--- src/rtl/riscv_mem_arbiter.sv ---
// Arbitrates the single main-memory port between I-cache refills and D-cache refill/writeback.
// Define RISCV_ARB_RR_EN for round-robin arbitration; otherwise D has fixed priority over I.
module riscv_mem_arbiter #(
  parameter int ADDR_W = 64,
  parameter int DATA_W = 64,
  parameter int BEATS  = 2,
  localparam int OFS    = $clog2(BEATS * DATA_W / 8),
  localparam int BEAT_W = (BEATS > 1) ? $clog2(BEATS) : 1
) (
  input  logic              i_riscv_arb_clk,
  input  logic              i_riscv_arb_rst,
  input  logic              i_riscv_arb_ireq,
  input  logic [ADDR_W-1:0] i_riscv_arb_iaddr,
  output logic              o_riscv_arb_ivalid,
  output logic              o_riscv_arb_idone,
  input  logic              i_riscv_arb_dreq,
  input  logic              i_riscv_arb_dwe,
  input  logic [ADDR_W-1:0] i_riscv_arb_daddr,
  input  logic [DATA_W-1:0] i_riscv_arb_dwdata,
  output logic              o_riscv_arb_dvalid,
  output logic              o_riscv_arb_ddone,
  output logic [DATA_W-1:0] o_riscv_arb_rdata,
  output logic [BEAT_W-1:0] o_riscv_arb_beat,
  output logic              o_riscv_arb_busy,
  output logic              o_riscv_arb_mem_req,
  output logic              o_riscv_arb_mem_we,
  output logic [ADDR_W-1:0] o_riscv_arb_mem_addr,
  output logic [DATA_W-1:0] o_riscv_arb_mem_wdata,
  input  logic              i_riscv_arb_mem_ack,
  input  logic [DATA_W-1:0] i_riscv_arb_mem_rdata
);

  localparam int BYTE_SH = $clog2(DATA_W / 8);
  localparam logic [ADDR_W-1:0] LINE_MASK = ~((ADDR_W'(1) << OFS) - ADDR_W'(1));
  localparam logic [BEAT_W-1:0] LAST_BEAT = BEAT_W'(BEATS - 1);

  typedef enum logic [1:0] {IDLE, I_XFER, D_XFER} state_t;

  state_t            state;
  state_t            next_state;
  logic [ADDR_W-1:0] base_addr;
  logic              we_q;
  logic [BEAT_W-1:0] beat;
  logic              grant_d;
  logic              grant_i;
  logic              xfer;
  logic              last_beat;

`ifdef RISCV_ARB_RR_EN
  // last_i set means I was served most recently, so D wins the next tie.
  logic last_i;

  always_comb begin
    grant_d = i_riscv_arb_dreq & (~i_riscv_arb_ireq | last_i);
    grant_i = i_riscv_arb_ireq & ~grant_d;
  end

  always_ff @(posedge i_riscv_arb_clk or posedge i_riscv_arb_rst) begin
    if (i_riscv_arb_rst)
      last_i <= 1'b1;
    else if (state == IDLE && (grant_d || grant_i))
      last_i <= grant_i;
  end
`else
  always_comb begin
    grant_d = i_riscv_arb_dreq;
    grant_i = i_riscv_arb_ireq & ~i_riscv_arb_dreq;
  end
`endif

  assign xfer      = (state != IDLE);
  assign last_beat = (beat == LAST_BEAT);

  always_ff @(posedge i_riscv_arb_clk or posedge i_riscv_arb_rst) begin
    if (i_riscv_arb_rst)
      state <= IDLE;
    else
      state <= next_state;
  end

  always_comb begin
    next_state = state;
    case (state)
      IDLE: begin
        if (grant_d)
          next_state = D_XFER;
        else if (grant_i)
          next_state = I_XFER;
      end
      I_XFER, D_XFER: begin
        if (i_riscv_arb_mem_ack && last_beat)
          next_state = IDLE;
      end
      default: next_state = IDLE;
    endcase
  end

  // Line base and direction are captured only at grant; beat advances on each ack.
  always_ff @(posedge i_riscv_arb_clk or posedge i_riscv_arb_rst) begin
    if (i_riscv_arb_rst) begin
      base_addr <= '0;
      we_q      <= 1'b0;
      beat      <= '0;
    end else if (state == IDLE) begin
      beat <= '0;
      if (grant_d) begin
        base_addr <= i_riscv_arb_daddr & LINE_MASK;
        we_q      <= i_riscv_arb_dwe;
      end else if (grant_i) begin
        base_addr <= i_riscv_arb_iaddr & LINE_MASK;
        we_q      <= 1'b0;
      end
    end else if (i_riscv_arb_mem_ack) begin
      beat <= last_beat ? '0 : beat + BEAT_W'(1);
    end
  end

  always_comb begin
    o_riscv_arb_busy      = xfer;
    o_riscv_arb_mem_req   = xfer;
    o_riscv_arb_mem_we    = xfer & we_q;
    o_riscv_arb_mem_addr  = '0;
    o_riscv_arb_mem_wdata = '0;
    o_riscv_arb_rdata     = '0;
    o_riscv_arb_beat      = beat;
    o_riscv_arb_ivalid    = (state == I_XFER) & i_riscv_arb_mem_ack;
    o_riscv_arb_dvalid    = (state == D_XFER) & i_riscv_arb_mem_ack;
    o_riscv_arb_idone     = o_riscv_arb_ivalid & last_beat;
    o_riscv_arb_ddone     = o_riscv_arb_dvalid & last_beat;
    if (xfer) begin
      o_riscv_arb_mem_addr  = base_addr + (ADDR_W'(beat) << BYTE_SH);
      o_riscv_arb_mem_wdata = i_riscv_arb_dwdata;
      if (i_riscv_arb_mem_ack)
        o_riscv_arb_rdata = i_riscv_arb_mem_rdata;
    end
  end

endmodule

--- config.mk ---
export PLATFORM = sky130hd
export DESIGN_NAME = riscv_mem_arbiter
export DESIGN_NICKNAME = d
export VERILOG_FILES = /design/src/rtl/riscv_mem_arbiter.sv
export SDC_FILE = /design/constraint.sdc
export NUM_CORES = 1
export LEC_CHECK = 0
export ABC_CLOCK_PERIOD_IN_PS = 5250
export CAP_MARGIN = 25
export CORE_AREA = 2 2 180 182
export CTS_BUF_LIST = sky130_fd_sc_hd__clkbuf_4
export DETAILED_ROUTE_END_ITERATION = 12
export DIE_AREA = 0 0 182 184
export PLACE_DENSITY = 0.42
export SYNTH_ARGS = -nofsm -noshare
export SYNTH_HDL_FRONTEND = slang
export SYNTH_SLANG_ARGS = --single-unit
export TNS_END_PERCENT = 50
--- constraint.sdc ---
create_clock -name i_riscv_arb_clk -period 5.25 [get_ports i_riscv_arb_clk]
set_input_delay 1.05 -clock i_riscv_arb_clk [delete_from_list [all_inputs] [get_ports i_riscv_arb_clk]]
set_output_delay 1.05 -clock i_riscv_arb_clk [all_outputs]
set_load 0.05 [all_outputs]
==> flow_summary.toml <==
[run_status]
outcome = "finished clean"

[route]
routed.top_layer = "met4"
wl_per_cell_um = 18.56
wl_met1_um = 9561
num_vias = 4958
drtPass1Iterations = 4
drtIter0Drc = 144
drc = 0
drt-total-wl_um = 24860
viasPerCell = 3.703
wl_met2_um = 12840
ant_nets = 0
dr_wl_met3_um = 2212

[grt]
grt_max_degree = 69
grt_usage = 0.1419
grt_pass1_vias = 4995
grt_first_pass_wirelength_um = 34570
overflow = 0
antenna_found_initial = 4

[timing]
finalSetupViolCount = 0
finalSetupTns_ns = 0
worst_pin_slew_ns = 0.6737
rsz0062_at_grt = "false"
max_freq_ghz = 0.2323
clock_skew_ns = 0.02586
setup_slack_ns = 0.9454
slew_headroom = 0.5509
slew_viol_final = 0
timing.final.hold_violations = 0
finalCritPeriodShare = 0.8199
min_period_ns = 4.305

[setup_path]
path_cells = "clkdlybuf4s50_1 -> and2b_1 -> buf_4 -> and2_1 -> clkdlybuf4s50_1"
critPathBufInv = 3
reg2reg_slack_ns = 3.26
crit_slowest_cell = "clkdlybuf4s50_1"
crit_family = "buffers and inverters"
cp-start-kind = "input pin"
worstSetupPathType = "in -> out"
slowest_delay_ns = 0.82
cp-end-kind = "output port"
timing.critical_path.mode_cell = "clkdlybuf4s50_1"
cp_max_fo = 64
cp.arrival_ns = 3.25
worstPathRequired_ns = 4.20

[cts]
htree_levels = 3
postCtsHoldBufs = 0
cts_resized = 0
path_clk_slew_ns = 0.13
cts_buffers = 9
clk_root_buffer_cell = "clkbuf_4"
insertion_delay_ns = 0.44
cts_sinks = 64
cts_tree = "yes"
postCtsSetupRepairBufs = 0
clk_path_buf_depth = 2

[power]
ir_worst_vdd_uv = 164.6
power_frac_comb = 0.751
switching_share = 0.5692
power.switching_mw = 2.998
leakagePower_nw = 3.788
p_total_mw = 5.268
p_seq_frac = 0.159
power_density_nw_per_um2 = 565.9
power_frac_clock = 0.089
power.internal_mw = 2.269

[synth]
synth-seq-cells = 64
synth_cell_type_count = 22
synthCells = 506
syn_area_per_cell_um2 = 8.575
yosysSeqAreaShare = 0.3691
netlist_area_um2 = 4339
synth_warnings = 0

[finish]
stdcell_count = 1339
area_delta_synth_final_pct = 114.5
nFillCells = 3332
mostFrequentLayoutCells = "416 x clkdlybuf4s50_1, 127 x nor2b_1, 66 x and2_1, 64 x dfrtp_1, 62 x o21ai_0"
seqCellArea_um2 = 1602
drive_gt1_frac = 0.06410
fin_nets = 1197
multi_input_area_um2 = 2515
layout_commonest_cell = "clkdlybuf4s50_1"

[floorplan]
rows = 65
initial_core_util = 0.1382
io_pins = 462
core_area_um2 = 31390
die_w_um = 182
die_y_um = 184
die_area_um2 = 33490

[placed_design]
dp_cells = 1322
portBuffers = 450
dpl.hpwl_um = 19880
place.gp.congestion = 0.7484
place_ws_ns = 0.9313

[flow_run]
max_cap_viol_count = 0

[hold_path]
hp-class = "reg -> reg"
-- per-layer routing --
layer  vias to the layer above  global-route usage
li1                       2461                   -
met1                      2250              0.1546
met2                       231              0.2640
met3                        16             0.05250
met4                         0             0.02645
met5                         -                   0
-- worst paths after layout --
kind	from	to	cells after the start
max reg2reg	state[0]$_DFFE_PP0P_	base_addr[34]$_DFFE_PP0P_	6
min reg2reg	base_addr[16]$_DFFE_PP0P_	base_addr[16]$_DFFE_PP0P_	2
max	i_riscv_arb_mem_ack	o_riscv_arb_rdata[3]	5
min in group asynchronous	i_riscv_arb_rst	base_addr[36]$_DFFE_PP0P_	2
max in group asynchronous	i_riscv_arb_rst	state[1]$_DFFE_PP0P_	3
min	base_addr[16]$_DFFE_PP0P_	base_addr[16]$_DFFE_PP0P_	2
-- worst reg2reg max path, stage by stage, from the launching register on --
cell and delay (ns):
dfrtp_1 0.40, inv_1 0.16, ha_4 0.60, o21ai_4 0.12, buf_4 0.34, nand2_1 0.17
o21ai_0 0.09
-- power by group through the flow --
stage	combinational (mW)	sequential, mW	clock (mW)
after global placement	4.03	0.847	0
after floorplan	2.58	0.834	0
final	3.96	0.840	0.470
after CTS	4.04	0.844	0.507
after detailed placement	4.03	0.855	0
after global routing	4.18	0.873	0.520
-- Yosys cell counts --
library cell / instances / area, µm²
nor2b_1: 127 / 794.5
and2_1: 66 / 412.9
dfrtp_1: 64 / 1602
o21ai_0: 62 / 310.3
nand2_1: 61 / 229.0
mux2i_1: 60 / 600.6
clkbuf_1: 15 / 56.30
buf_4: 13 / 97.59
buf_2: 9 / 45.04
clkbuf_2: 8 / 40.04
ha_1: 4 / 50.05
inv_1: 4 / 15.01
and3_1: 2 / 12.51
nor2_1: 2 / 7.510
o21ai_1: 2 / 10.01
a21boi_2: 1 / 11.26
a21oi_1: 1 / 5.000
a32o_1: 1 / 10.01
and2b_1: 1 / 7.510
conb_1: 1 / 3.750
or4b_1: 1 / 10.01
xnor2_1: 1 / 8.760
-- cells by family (layout without fill, tap and decap cells) --
kind of cell | Yosys count | count (layout) | synth area share
AND/OR/NAND/NOR | 260 | 260 | 0.3397
AO/OA/AOI/OAI | 67 | 67 | 0.07987
flip-flops | 64 | 64 | 0.3691
multiplexers | 60 | 60 | 0.1384
buffers and inverters | 49 | 477 | 0.05853
adder cells (fa/ha/maj) | 4 | 4 | 0.01153
other | 1 | 4 | 0.0008642
XOR/XNOR | 1 | 1 | 0.002019
-- flip-flops by register name, summed over array words and instances, names as in the netlist --
register          cells
base_addr            60
state                 2
we_q                  1
o_riscv_arb_beat      1
-- area by class of cell --
type / count / share of cell area
Timing Repair Buffer: 457 / 0.4817
Antenna cell: 1 / 0.0002688
Inverter: 4 / 0.001747
Clock inverter: 7 / 0.01277
Multi-Input combinational cell: 395 / 0.2702
Clock buffer: 9 / 0.007258
Sequential cell: 64 / 0.1720
Tap cell: 402 / 0.05403
-- metrics by stage --
step | instance area, µm² | util | hold WS [ns]
2_1_floorplan | 4347 | - | 0.4422
3_3_place_gp | 9120 | 0.2905 | 0.4542
3_5_place_dp | 9120 | 0.2905 | 0.4624
4_1_cts | 9306 | 0.2965 | 0.4927
5_1_grt | 9309 | 0.2965 | 0.5111
6_report | 9309 | 0.2965 | 0.4858
Note: power is estimated with default switching activity, not from simulation.
